`src/rtl/wb_stage_pkg.sv`:
```
// Shared widths, defaults and source-select encoding for the writeback stage.
package wb_stage_pkg;

   localparam int unsigned XLEN           = 64;
   localparam int unsigned INST_LEN       = 32;
   localparam int unsigned REG_IDX_W      = 5;
   localparam int unsigned DIV_FIFO_DEPTH = 2;

   typedef enum logic [1:0] {
      WB_SRC_NONE = 2'd0,
      WB_SRC_MEM  = 2'd1,
      WB_SRC_DIV  = 2'd2
   } wb_src_e;

endpackage

```
`src/rtl/wb_stage_if.sv`:
```
// Writeback stage bus: MEM and divider result inputs, regfile write port outputs.
// Forwarding signals exist only when WB_FWD_EN is defined.
interface wb_stage_if #(
   parameter int unsigned XLEN     = wb_stage_pkg::XLEN,
   parameter int unsigned INST_LEN = wb_stage_pkg::INST_LEN
);
   import wb_stage_pkg::*;

   logic                 mem_valid_i;
   logic                 mem_ready_o;
   logic                 mem_wen_i;
   logic [REG_IDX_W-1:0] mem_rd_i;
   logic [XLEN-1:0]      mem_data_i;
   logic [XLEN-1:0]      mem_pc_i;
   logic [INST_LEN-1:0]  mem_instr_i;

   logic                 div_valid_i;
   logic                 div_ready_o;
   logic [REG_IDX_W-1:0] div_rd_i;
   logic [XLEN-1:0]      div_data_i;
   logic [XLEN-1:0]      div_pc_i;
   logic [INST_LEN-1:0]  div_instr_i;

   logic                 wb_wren_o;
   logic [REG_IDX_W-1:0] wb_rdid_o;
   logic [XLEN-1:0]      wb_data_o;
   logic [XLEN-1:0]      pc_wb_o;
   logic [INST_LEN-1:0]  instr_wb_o;
   logic                 commit_o;

`ifdef WB_FWD_EN
   logic [REG_IDX_W-1:0] fwd_rs1_idx_i;
   logic [REG_IDX_W-1:0] fwd_rs2_idx_i;
   logic                 fwd_rs1_hit_o;
   logic                 fwd_rs2_hit_o;
   logic [XLEN-1:0]      fwd_data_o;
   logic [XLEN-1:0]      fwd_rs2_data_o;
`endif

   modport slave (
      input  mem_valid_i, mem_wen_i, mem_rd_i, mem_data_i, mem_pc_i, mem_instr_i,
      input  div_valid_i, div_rd_i, div_data_i, div_pc_i, div_instr_i,
`ifdef WB_FWD_EN
      input  fwd_rs1_idx_i, fwd_rs2_idx_i,
      output fwd_rs1_hit_o, fwd_rs2_hit_o, fwd_data_o, fwd_rs2_data_o,
`endif
      output mem_ready_o, div_ready_o,
      output wb_wren_o, wb_rdid_o, wb_data_o, pc_wb_o, instr_wb_o, commit_o
   );

   modport master (
      output mem_valid_i, mem_wen_i, mem_rd_i, mem_data_i, mem_pc_i, mem_instr_i,
      output div_valid_i, div_rd_i, div_data_i, div_pc_i, div_instr_i,
`ifdef WB_FWD_EN
      output fwd_rs1_idx_i, fwd_rs2_idx_i,
      input  fwd_rs1_hit_o, fwd_rs2_hit_o, fwd_data_o, fwd_rs2_data_o,
`endif
      input  mem_ready_o, div_ready_o,
      input  wb_wren_o, wb_rdid_o, wb_data_o, pc_wb_o, instr_wb_o, commit_o
   );

endinterface

```
`src/rtl/wb_div_fifo.sv`:
```
// Synchronous FIFO buffering divider results; caller guarantees no push when
// full and no pop when empty.
module wb_div_fifo #(
   parameter int unsigned DEPTH = 2,
   parameter int unsigned W     = 8
) (
   input  logic                   clk,
   input  logic                   rst_n,
   input  logic                   push,
   input  logic                   pop,
   input  logic [W-1:0]           wdata,
   output logic [W-1:0]           rdata,
   output logic [$clog2(DEPTH):0] count
);
   localparam int unsigned PTR_W = $clog2(DEPTH);
   localparam int unsigned CNT_W = PTR_W + 1;

   logic [W-1:0]     mem_q [DEPTH];
   logic [PTR_W-1:0] rd_ptr;
   logic [PTR_W-1:0] wr_ptr;

   // Pointers wrap naturally since DEPTH is a power of two.
   always_ff @(posedge clk) begin
      if (!rst_n) begin
         rd_ptr <= '0;
         wr_ptr <= '0;
         count  <= '0;
      end else begin
         if (push) wr_ptr <= wr_ptr + PTR_W'(1);
         if (pop)  rd_ptr <= rd_ptr + PTR_W'(1);
         case ({push, pop})
            2'b10:   count <= count + CNT_W'(1);
            2'b01:   count <= count - CNT_W'(1);
            default: count <= count;
         endcase
      end
   end

   always_ff @(posedge clk) begin
      if (push) mem_q[wr_ptr] <= wdata;
   end

   assign rdata = mem_q[rd_ptr];

endmodule

```
`src/rtl/wb_stage.sv`:
```
// Writeback stage: merges in-order MEM results and buffered divider results
// onto the single regfile write port. Optional forwarding under WB_FWD_EN.
module wb_stage #(
   parameter int unsigned XLEN           = wb_stage_pkg::XLEN,
   parameter int unsigned INST_LEN       = wb_stage_pkg::INST_LEN,
   parameter int unsigned DIV_FIFO_DEPTH = wb_stage_pkg::DIV_FIFO_DEPTH
) (
   input logic       clk,
   input logic       rst_n,
   wb_stage_if.slave bus
);
   import wb_stage_pkg::*;

   localparam int unsigned CNT_W = $clog2(DIV_FIFO_DEPTH) + 1;

   typedef struct packed {
      logic [REG_IDX_W-1:0] rd;
      logic [XLEN-1:0]      data;
      logic [XLEN-1:0]      pc;
      logic [INST_LEN-1:0]  instr;
   } div_entry_t;

   div_entry_t           push_entry;
   div_entry_t           head;
   logic [CNT_W-1:0]     count;
   logic                 fifo_full;
   logic                 fifo_empty;
   logic                 push;
   logic                 pop;
   wb_src_e              sel;
   logic                 sel_wen;
   logic [REG_IDX_W-1:0] sel_rd;
   logic [XLEN-1:0]      sel_data;
   logic [XLEN-1:0]      sel_pc;
   logic [INST_LEN-1:0]  sel_instr;

   assign push_entry = '{rd: bus.div_rd_i, data: bus.div_data_i,
                         pc: bus.div_pc_i, instr: bus.div_instr_i};

   assign fifo_full       = (count == CNT_W'(DIV_FIFO_DEPTH));
   assign fifo_empty      = (count == '0);
   assign bus.div_ready_o = !fifo_full;
   assign bus.mem_ready_o = !fifo_full;
   assign push            = bus.div_valid_i && !fifo_full;
   assign pop             = (sel == WB_SRC_DIV);

   wb_div_fifo #(
      .DEPTH (DIV_FIFO_DEPTH),
      .W     ($bits(div_entry_t))
   ) u_div_fifo (
      .clk   (clk),
      .rst_n (rst_n),
      .push  (push),
      .pop   (pop),
      .wdata (push_entry),
      .rdata (head),
      .count (count)
   );

   // A full FIFO takes priority so the divider can never stall indefinitely.
   always_comb begin
      sel = WB_SRC_NONE;
      if (fifo_full)             sel = WB_SRC_DIV;
      else if (bus.mem_valid_i)  sel = WB_SRC_MEM;
      else if (!fifo_empty)      sel = WB_SRC_DIV;
   end

   always_comb begin
      sel_wen   = 1'b0;
      sel_rd    = '0;
      sel_data  = '0;
      sel_pc    = '0;
      sel_instr = '0;
      case (sel)
         WB_SRC_MEM: begin
            sel_wen   = bus.mem_wen_i;
            sel_rd    = bus.mem_rd_i;
            sel_data  = bus.mem_data_i;
            sel_pc    = bus.mem_pc_i;
            sel_instr = bus.mem_instr_i;
         end
         WB_SRC_DIV: begin
            sel_wen   = 1'b1;
            sel_rd    = head.rd;
            sel_data  = head.data;
            sel_pc    = head.pc;
            sel_instr = head.instr;
         end
         default: ;
      endcase
   end

   // Payload registers hold their value on idle cycles; x0 writes still commit.
   always_ff @(posedge clk) begin
      if (!rst_n) begin
         bus.wb_wren_o  <= 1'b0;
         bus.wb_rdid_o  <= '0;
         bus.wb_data_o  <= '0;
         bus.pc_wb_o    <= '0;
         bus.instr_wb_o <= '0;
         bus.commit_o   <= 1'b0;
      end else begin
         bus.wb_wren_o <= sel_wen && (sel_rd != '0);
         bus.commit_o  <= (sel != WB_SRC_NONE);
         if (sel != WB_SRC_NONE) begin
            bus.wb_rdid_o  <= sel_rd;
            bus.wb_data_o  <= sel_data;
            bus.pc_wb_o    <= sel_pc;
            bus.instr_wb_o <= sel_instr;
         end
      end
   end

`ifdef WB_FWD_EN
   assign bus.fwd_rs1_hit_o  = bus.wb_wren_o && (bus.wb_rdid_o == bus.fwd_rs1_idx_i)
                               && (bus.fwd_rs1_idx_i != '0);
   assign bus.fwd_rs2_hit_o  = bus.wb_wren_o && (bus.wb_rdid_o == bus.fwd_rs2_idx_i)
                               && (bus.fwd_rs2_idx_i != '0);
   assign bus.fwd_data_o     = bus.wb_data_o;
   assign bus.fwd_rs2_data_o = bus.wb_data_o;
`endif

endmodule
```
`src/flat_wrapper.sv`:
```
// flat-port wrapper written by rule: the top's interface ports become plain ports
module wb_stage_flat import wb_stage_pkg::*;
#(
   parameter int unsigned XLEN           = wb_stage_pkg::XLEN,
   parameter int unsigned INST_LEN       = wb_stage_pkg::INST_LEN,
   parameter int unsigned DIV_FIFO_DEPTH = wb_stage_pkg::DIV_FIFO_DEPTH
)
  (clk, rst_n, bus_mem_valid_i, bus_mem_wen_i, bus_mem_rd_i, bus_mem_data_i, bus_mem_pc_i, bus_mem_instr_i, bus_div_valid_i, bus_div_rd_i, bus_div_data_i, bus_div_pc_i, bus_div_instr_i, bus_mem_ready_o, bus_div_ready_o, bus_wb_wren_o, bus_wb_rdid_o, bus_wb_data_o, bus_pc_wb_o, bus_instr_wb_o, bus_commit_o);
  wb_stage_if #(.XLEN(XLEN), .INST_LEN(INST_LEN)) bus_i ();
  input logic clk;
  input logic rst_n;
  input wire logic [$bits(bus_i.mem_valid_i)-1:0] bus_mem_valid_i;
  input wire logic [$bits(bus_i.mem_wen_i)-1:0] bus_mem_wen_i;
  input wire logic [$bits(bus_i.mem_rd_i)-1:0] bus_mem_rd_i;
  input wire logic [$bits(bus_i.mem_data_i)-1:0] bus_mem_data_i;
  input wire logic [$bits(bus_i.mem_pc_i)-1:0] bus_mem_pc_i;
  input wire logic [$bits(bus_i.mem_instr_i)-1:0] bus_mem_instr_i;
  input wire logic [$bits(bus_i.div_valid_i)-1:0] bus_div_valid_i;
  input wire logic [$bits(bus_i.div_rd_i)-1:0] bus_div_rd_i;
  input wire logic [$bits(bus_i.div_data_i)-1:0] bus_div_data_i;
  input wire logic [$bits(bus_i.div_pc_i)-1:0] bus_div_pc_i;
  input wire logic [$bits(bus_i.div_instr_i)-1:0] bus_div_instr_i;
  output wire logic [$bits(bus_i.mem_ready_o)-1:0] bus_mem_ready_o;
  output wire logic [$bits(bus_i.div_ready_o)-1:0] bus_div_ready_o;
  output wire logic [$bits(bus_i.wb_wren_o)-1:0] bus_wb_wren_o;
  output wire logic [$bits(bus_i.wb_rdid_o)-1:0] bus_wb_rdid_o;
  output wire logic [$bits(bus_i.wb_data_o)-1:0] bus_wb_data_o;
  output wire logic [$bits(bus_i.pc_wb_o)-1:0] bus_pc_wb_o;
  output wire logic [$bits(bus_i.instr_wb_o)-1:0] bus_instr_wb_o;
  output wire logic [$bits(bus_i.commit_o)-1:0] bus_commit_o;
  assign bus_i.mem_valid_i = bus_mem_valid_i;
  assign bus_i.mem_wen_i = bus_mem_wen_i;
  assign bus_i.mem_rd_i = bus_mem_rd_i;
  assign bus_i.mem_data_i = bus_mem_data_i;
  assign bus_i.mem_pc_i = bus_mem_pc_i;
  assign bus_i.mem_instr_i = bus_mem_instr_i;
  assign bus_i.div_valid_i = bus_div_valid_i;
  assign bus_i.div_rd_i = bus_div_rd_i;
  assign bus_i.div_data_i = bus_div_data_i;
  assign bus_i.div_pc_i = bus_div_pc_i;
  assign bus_i.div_instr_i = bus_div_instr_i;
  assign bus_mem_ready_o = bus_i.mem_ready_o;
  assign bus_div_ready_o = bus_i.div_ready_o;
  assign bus_wb_wren_o = bus_i.wb_wren_o;
  assign bus_wb_rdid_o = bus_i.wb_rdid_o;
  assign bus_wb_data_o = bus_i.wb_data_o;
  assign bus_pc_wb_o = bus_i.pc_wb_o;
  assign bus_instr_wb_o = bus_i.instr_wb_o;
  assign bus_commit_o = bus_i.commit_o;
  wb_stage #(.XLEN(XLEN), .INST_LEN(INST_LEN), .DIV_FIFO_DEPTH(DIV_FIFO_DEPTH)) u_core (.clk(clk), .rst_n(rst_n), .bus(bus_i));
endmodule
```
`config.mk`:
```
export PLATFORM = sky130hd
export DESIGN_NAME = wb_stage_flat
export DESIGN_NICKNAME = d
export VERILOG_FILES = /design/src/rtl/wb_stage_pkg.sv /design/src/rtl/wb_stage_if.sv /design/src/rtl/wb_div_fifo.sv /design/src/rtl/wb_stage.sv /design/src/flat_wrapper.sv
export SDC_FILE = /design/constraint.sdc
export NUM_CORES = 1
export LEC_CHECK = 0
export CORE_MARGIN = 5
export CORE_UTILIZATION = 47
export DETAILED_ROUTE_END_ITERATION = 10
export HOLD_SLACK_MARGIN = 0.06
export PLACE_DENSITY = 0.78
export SYNTH_ARGS = -nofsm -noshare
export SYNTH_HDL_FRONTEND = slang
export SYNTH_HIERARCHICAL = 1
export SYNTH_SLANG_ARGS = --single-unit
```
`constraint.sdc`:
```
create_clock -name clk -period 15.98 [get_ports clk]
set_input_delay 3.196 -clock clk [delete_from_list [all_inputs] [get_ports clk]]
set_output_delay 3.196 -clock clk [all_outputs]
set_load 0.01 [all_outputs]
```
# After elaboration in Yosys (flattened, before gate mapping)
# Memories as Yosys holds them, arrays and structs flattened. A register that Yosys moved wholly into a read port is not among the register bits.
# Cells that the tools add are included.
[word_totals] register_bits=171 latchBits=0 mem_bits_rw=330 mem_bits_ro=0 in_bits=335 output_inout_bits=169 elab_cells=39 n_memories=1
[mem_list] name="u_core.u_div_fifo.mem_q" words=2 word_bits=165 read_ports=1 rd_ports_with_merged_regs=1 wr=1 line="wb_div_fifo.sv:18" text="logic [W-1:0] mem_q [DEPTH];"
[op_classes] addsub=4 n_mul=0 n_div=0 order_cmp=0 eq_ne=5 shift=0 mux=13 n_bitwise=0 reduce_logical=7
[ops] operator="64-bit one-hot mux with 2 select lines" n=2
[ops] operator="32-bit one-hot mux with 2 select lines" n=1
[ops] operator="5-bit one-hot mux with 2 select lines" n=1
[ops] operator="2-bit == test, second input constant" n=3
[ops] operator="2-bit two-way mux" n=3
[ops] operator="5-bit nonzero test" n=1
[ops] operator="2-bit by 1-bit == test with 1-bit output, second input constant" n=2
[ops] operator="1-bit two-way mux" n=4
[ops] operator="2-bit one-hot mux with 2 select lines" n=1
[ops] operator="2-bit nonzero test" n=2
[ops] operator="1-bit adder, second input constant" n=2
[ops] operator="2-bit by 1-bit adder with 2-bit output, second input constant" n=1
[ops] operator="1-bit logical AND" n=2
[ops] operator="2-bit zero test" n=1
[ops] operator="1-bit one-hot mux with 2 select lines" n=1
[ops] operator="2-bit by 1-bit subtractor with 2-bit output, second input constant" n=1
[ops] operator="1-bit zero test" n=1

# Longest topological paths before layout
[depth] depth_word=8 mapped_depth=7 depth_no_buf=7

# Hierarchy
# The synthesis kept the hierarchy.
[modules_own_cells] mod="wb_div_fifo" n_inst=1 cells_each=533 area_each_um2=12167.9 seq_area_each_um2=10009.6
[modules_own_cells] mod="wb_stage" n_inst=1 cells_each=749 area_each_um2=6974.2 seq_area_each_um2=3343.2

# Worst setup path before layout
# OpenSTA, ideal clock, no wires.
[synth_timing] path_kind="input -> register" startpoint="in bus_div_valid_i" endpoint="mem u_core/u_div_fifo/mem_q[0][0] (netlist name), enable pin" setup_time_ps=696 t_arrival_ps=10315 required_ps=15284 path_slack_ps=4969 path_stages=3 n_path_buf=0 path_cell_list="and2_1 > inv_1 > nor2_1"
[synth_between] elab_chain_len=3
[synth_lines] element="from (decl)" line="flat_wrapper.sv:18" text="input wire logic [$bits(bus_i.div_valid_i)-1:0] bus_div_valid_i;"
[synth_lines] element="1-bit logical AND" line="wb_stage.sv:44" text="assign push = bus.div_valid_i && !fifo_full;"
[synth_lines] element="1-bit two-way mux" line="wb_div_fifo.sv:40" text="if (push) mem_q[wr_ptr] <= wdata;"
[synth_lines] element="1-bit two-way mux (implied by the code)" line="wb_div_fifo.sv:40"
[synth_lines] element="to (decl)" line="wb_div_fifo.sv:18"
# No other way between the ends.

# Worst setup path after layout
[layout_timing] startpoint="in bus_mem_valid_i" endpoint="reg u_core.bus.pc_wb_o[36]"
[layout_between] elab_chain_len=4 elab_cells_between_ends=6 classes_between="eq/ne (2); mux (3); reduce/logical (1)"
[layout_lines] element="from (decl)" line="flat_wrapper.sv:12" text="input wire logic [$bits(bus_i.mem_valid_i)-1:0] bus_mem_valid_i;"
[layout_lines] element="2-bit two-way mux *" line="wb_stage.sv:64" text="else if (bus.mem_valid_i) sel = WB_SRC_MEM;"
[layout_lines] element="2-bit two-way mux *" line="wb_stage.sv:63" text="if (fifo_full) sel = WB_SRC_DIV;"
[layout_lines] element="2-bit == test / 2-bit by 1-bit == test with 1-bit output (equally long branches)" line="wb_stage.sv:74" text="case (sel)"
[layout_lines] element="64-bit one-hot mux with 2 select lines" line="wb_stage.sv:74"
[layout_lines] element="to (signal assigned)" line="wb_stage.sv:108" text="bus.pc_wb_o <= sel_pc;"
[layout_lines] element="to (decl)" line="wb_stage_if.sv:48" text="output wb_wren_o, wb_rdid_o, wb_data_o, pc_wb_o, instr_wb_o, commit_o"
# Mark *: on every way between the ends. The rest lies on a longest branch, timed or not.
# A chain may end at the register's enable or synchronous reset.

==> impl_metrics.toml <==
[run_status]
status = "completed"

[placement]
postPlaceCellArea_um2 = 24300
gp_congestion = 0.841
dp_cells = 2235
port_buffers = 503
place_hpwl_um = 34200

[layout]
post_route_cells_drive_above_1_share_pct = 15.3
stdcell_count = 2341
fillerInstances = 2909
final_core_util_pct = 64.6
nNetsFinal = 2093
syn_to_final_growth_pct = 36.9
design_area_um2 = 26200

[clock_tree]
cts_buffers = 52
clkLatencyLatePin_ps = 580
cts_tree = "built"
ctsHoldBuffers = 0
clock_path_buffers = 3
cts_resized = 0
h-tree-depth = 2
post-cts-setup-buffers = 0
cts_sinks = 502
path_clk_slew_ps = 60
root_buffer = "clkbuf_16"

[logic_synthesis]
yosysWarningCount = 6
synth_flop_cell = "edfxtp_1"
syn-instance-count = 1282
synth-edff-count = 330
syn_area_um2 = 19100
seq_area_frac_synth_pct = 69.8
synth_seq_cells = 502
ys_types = 26
synthArstFlopShare_pct = 0
syn_avg_cell_area_um2 = 14.9
syn_nets = 1618

[timing]
slew_viol_final = 0
min_period_ps = 5810
finalHoldViolCount = 0
worst_pin_slew_ps = 1240
rsz0062_at_grt = "false"
timing.setup.tns_ps = 0
maxSlewHeadroom_pct = 17.6
fmax_mhz = 172
skew_ps = 14.1
finalCritPeriodShare_pct = 36.4
whs_ps = 450
setup_violations = 0

[power]
ir_drop_v = 0.000316
switchingPower_mw = 1.23
power_frac_comb_pct = 28.5
powerDensity_nw_per_um2 = 162
swShare_pct = 28.9
p_int_mw = 3.01
leakagePower_nw = 9.02
clkPwrFrac_pct = 30.1
power_frac_seq_pct = 41.4

[drt]
first_iter_violations = 991
final_antenna_net_count = 0
via_count = 12800
wl_per_cell_um = 22.6
post-route-drc-count = 0
routed_via_density = 5.45
routed_wl_um = 53000
drt_pass1_iterations = 5

[grt]
grt_first_pass_wirelength_um = 78600
grt_max_degree = 167
grt_pass1_vias = 13100
overflow = 0
grt_antenna_before_repair = 13
grtUsageTotal_pct = 22.7

[floorplanning]
ios = 504
die_h_um = 212
row_count = 74
start_util_pct = 47.2
dieArea_um2 = 44900
die_x_um = 212
coreArea_um2 = 40600

[worst_hold_path]
worstHoldPathType = "register to register"

[critical_path]
cp_data_arrival_time_ps = 6300
required_ps = 16470
crit_fanout = 90
start_kind = "primary input"
criticalPathCategory = "primary input to register"
end_kind = "register"

[run]
drv_cap = 0
==> cell usage in the layout (no fill, tap or decap), types with 2 or more instances in the layout <==
cell,n
a21boi_0,25
a21boi_1,141
a22oi_1,166
and2_1,5
and2_4,2
buf_12,2
buf_4,9
bufinv_16,7
clkbuf_1,7
clkbuf_16,54
clkbuf_8,10
clkdlybuf4s50_1,502
clkinv_2,14
dfxtp_1,171
diode_2,8
edfxtp_1,330
inv_1,2
inv_6,3
mux2_2,165
nand2_1,165
nor2b_1,2
o21ai_0,2
or2_2,2
xnor2_1,2
==> cell families after synthesis <==
group                    after synthesis  share of synthesized area [%]
adder cells (fa/ha/maj)                1                         0.0654
multiplexers                         165                           9.71
buffers and inverters                 94                           3.36
AND/OR/NAND/NOR                      180                           3.77
AO/OA/AOI/OAI                        337                           13.2
flip-flops                           502                           69.8
XOR/XNOR                               3                          0.137
==> final timing paths <==
check / slack, ps / from / to / cells after the start
min reg2reg: 450 / u_core/bus.wb_data_o[45]$_SDFFE_PN0P_ / u_core/bus.wb_data_o[45]$_SDFFE_PN0P_ / 2
min: 450 / u_core/bus.wb_data_o[45]$_SDFFE_PN0P_ / u_core/bus.wb_data_o[45]$_SDFFE_PN0P_ / 2
max reg2reg: 12790 / u_core/u_div_fifo/count[0]$_SDFFE_PN0P_ / u_core/bus.pc_wb_o[36]$_SDFFE_PN0P_ / 6
max: 10170 / bus_mem_valid_i / u_core/bus.pc_wb_o[36]$_SDFFE_PN0P_ / 6
==> routing by layer <==
layer | vias to the layer above | global-route usage, % | routed length (um)
met5 | - | 0 | 80
met4 | 12 | 7.80 | 1510
met3 | 104 | 7.77 | 5270
met2 | 564 | 36.8 | 25400
met1 | 6287 | 28.8 | 20700
li1 | 5801 | - | -
==> critical path: stages <==
cell,delay [ps]
clkdlybuf4s50_1,540
o21ai_4,190
buf_4,720
buf_4,960
a22oi_1,260
a21boi_1,230
==> registers in the layout, indices dropped and copies added (netlist names), named ones only <==
signal / flops
u_core/u_div_fifo/mem_q: 330
u_core/bus.pc_wb_o: 64
u_core/bus.wb_data_o: 64
u_core/bus.instr_wb_o: 32
u_core/bus.wb_rdid_o: 5
u_core/u_div_fifo/count: 2
u_core/bus.commit_o: 1
u_core/bus.wb_wren_o: 1
u_core/u_div_fifo/rd_ptr: 1
u_core/u_div_fifo/wr_ptr: 1
==> power by group through the flow <==
stage	logic, mW	registers, mW	clock network, mW
finish	1.21	1.75	1.27
global route	1.29	1.78	1.36
CTS	1.22	1.76	1.30
detailed placement	1.21	1.78	0
global placement	1.19	1.77	0
floorplan	0.710	1.83	0
==> area by class of cell <==
cell class              count  area, um^2  share of cell area (%)
diodes                      8        20.0                  0.0764
multi-input cells         686        5170                    19.7
clock buffers              71        1520                    5.78
clock inverters            27         327                    1.25
flip-flops and latches    502       13400                    51.0
well taps                 532         666                    2.54
inverters                   2        7.51                  0.0287
repair buffers            513        5130                    19.6
==> Yosys cell counts, types with 2 or more instances <==
cell / count / area, um^2
edfxtp_1: 330 / 9910
dfxtp_1: 172 / 3440
a22oi_1: 166 / 1250
mux2_2: 165 / 1860
nand2_1: 165 / 619
a21boi_1: 141 / 1060
buf_2: 34 / 170
buf_6: 32 / 360
a21boi_0: 25 / 188
clkbuf_1: 24 / 90.1
and2_1: 7 / 43.8
buf_4: 2 / 15.0
inv_1: 2 / 7.51
nor2b_1: 2 / 12.5
o21ai_0: 2 / 10.0
or2_2: 2 / 12.5
xnor2_1: 2 / 17.5
==> per-stage QoR <==
step	setup WS, ps	power, mW
after detailed placement	9620	2.99
final	10170	4.24
after CTS	10260	4.28
after floorplan	4970	2.54
after global placement	9800	2.96
after global routing	10110	4.43
Power figures use the tool's default switching activity.
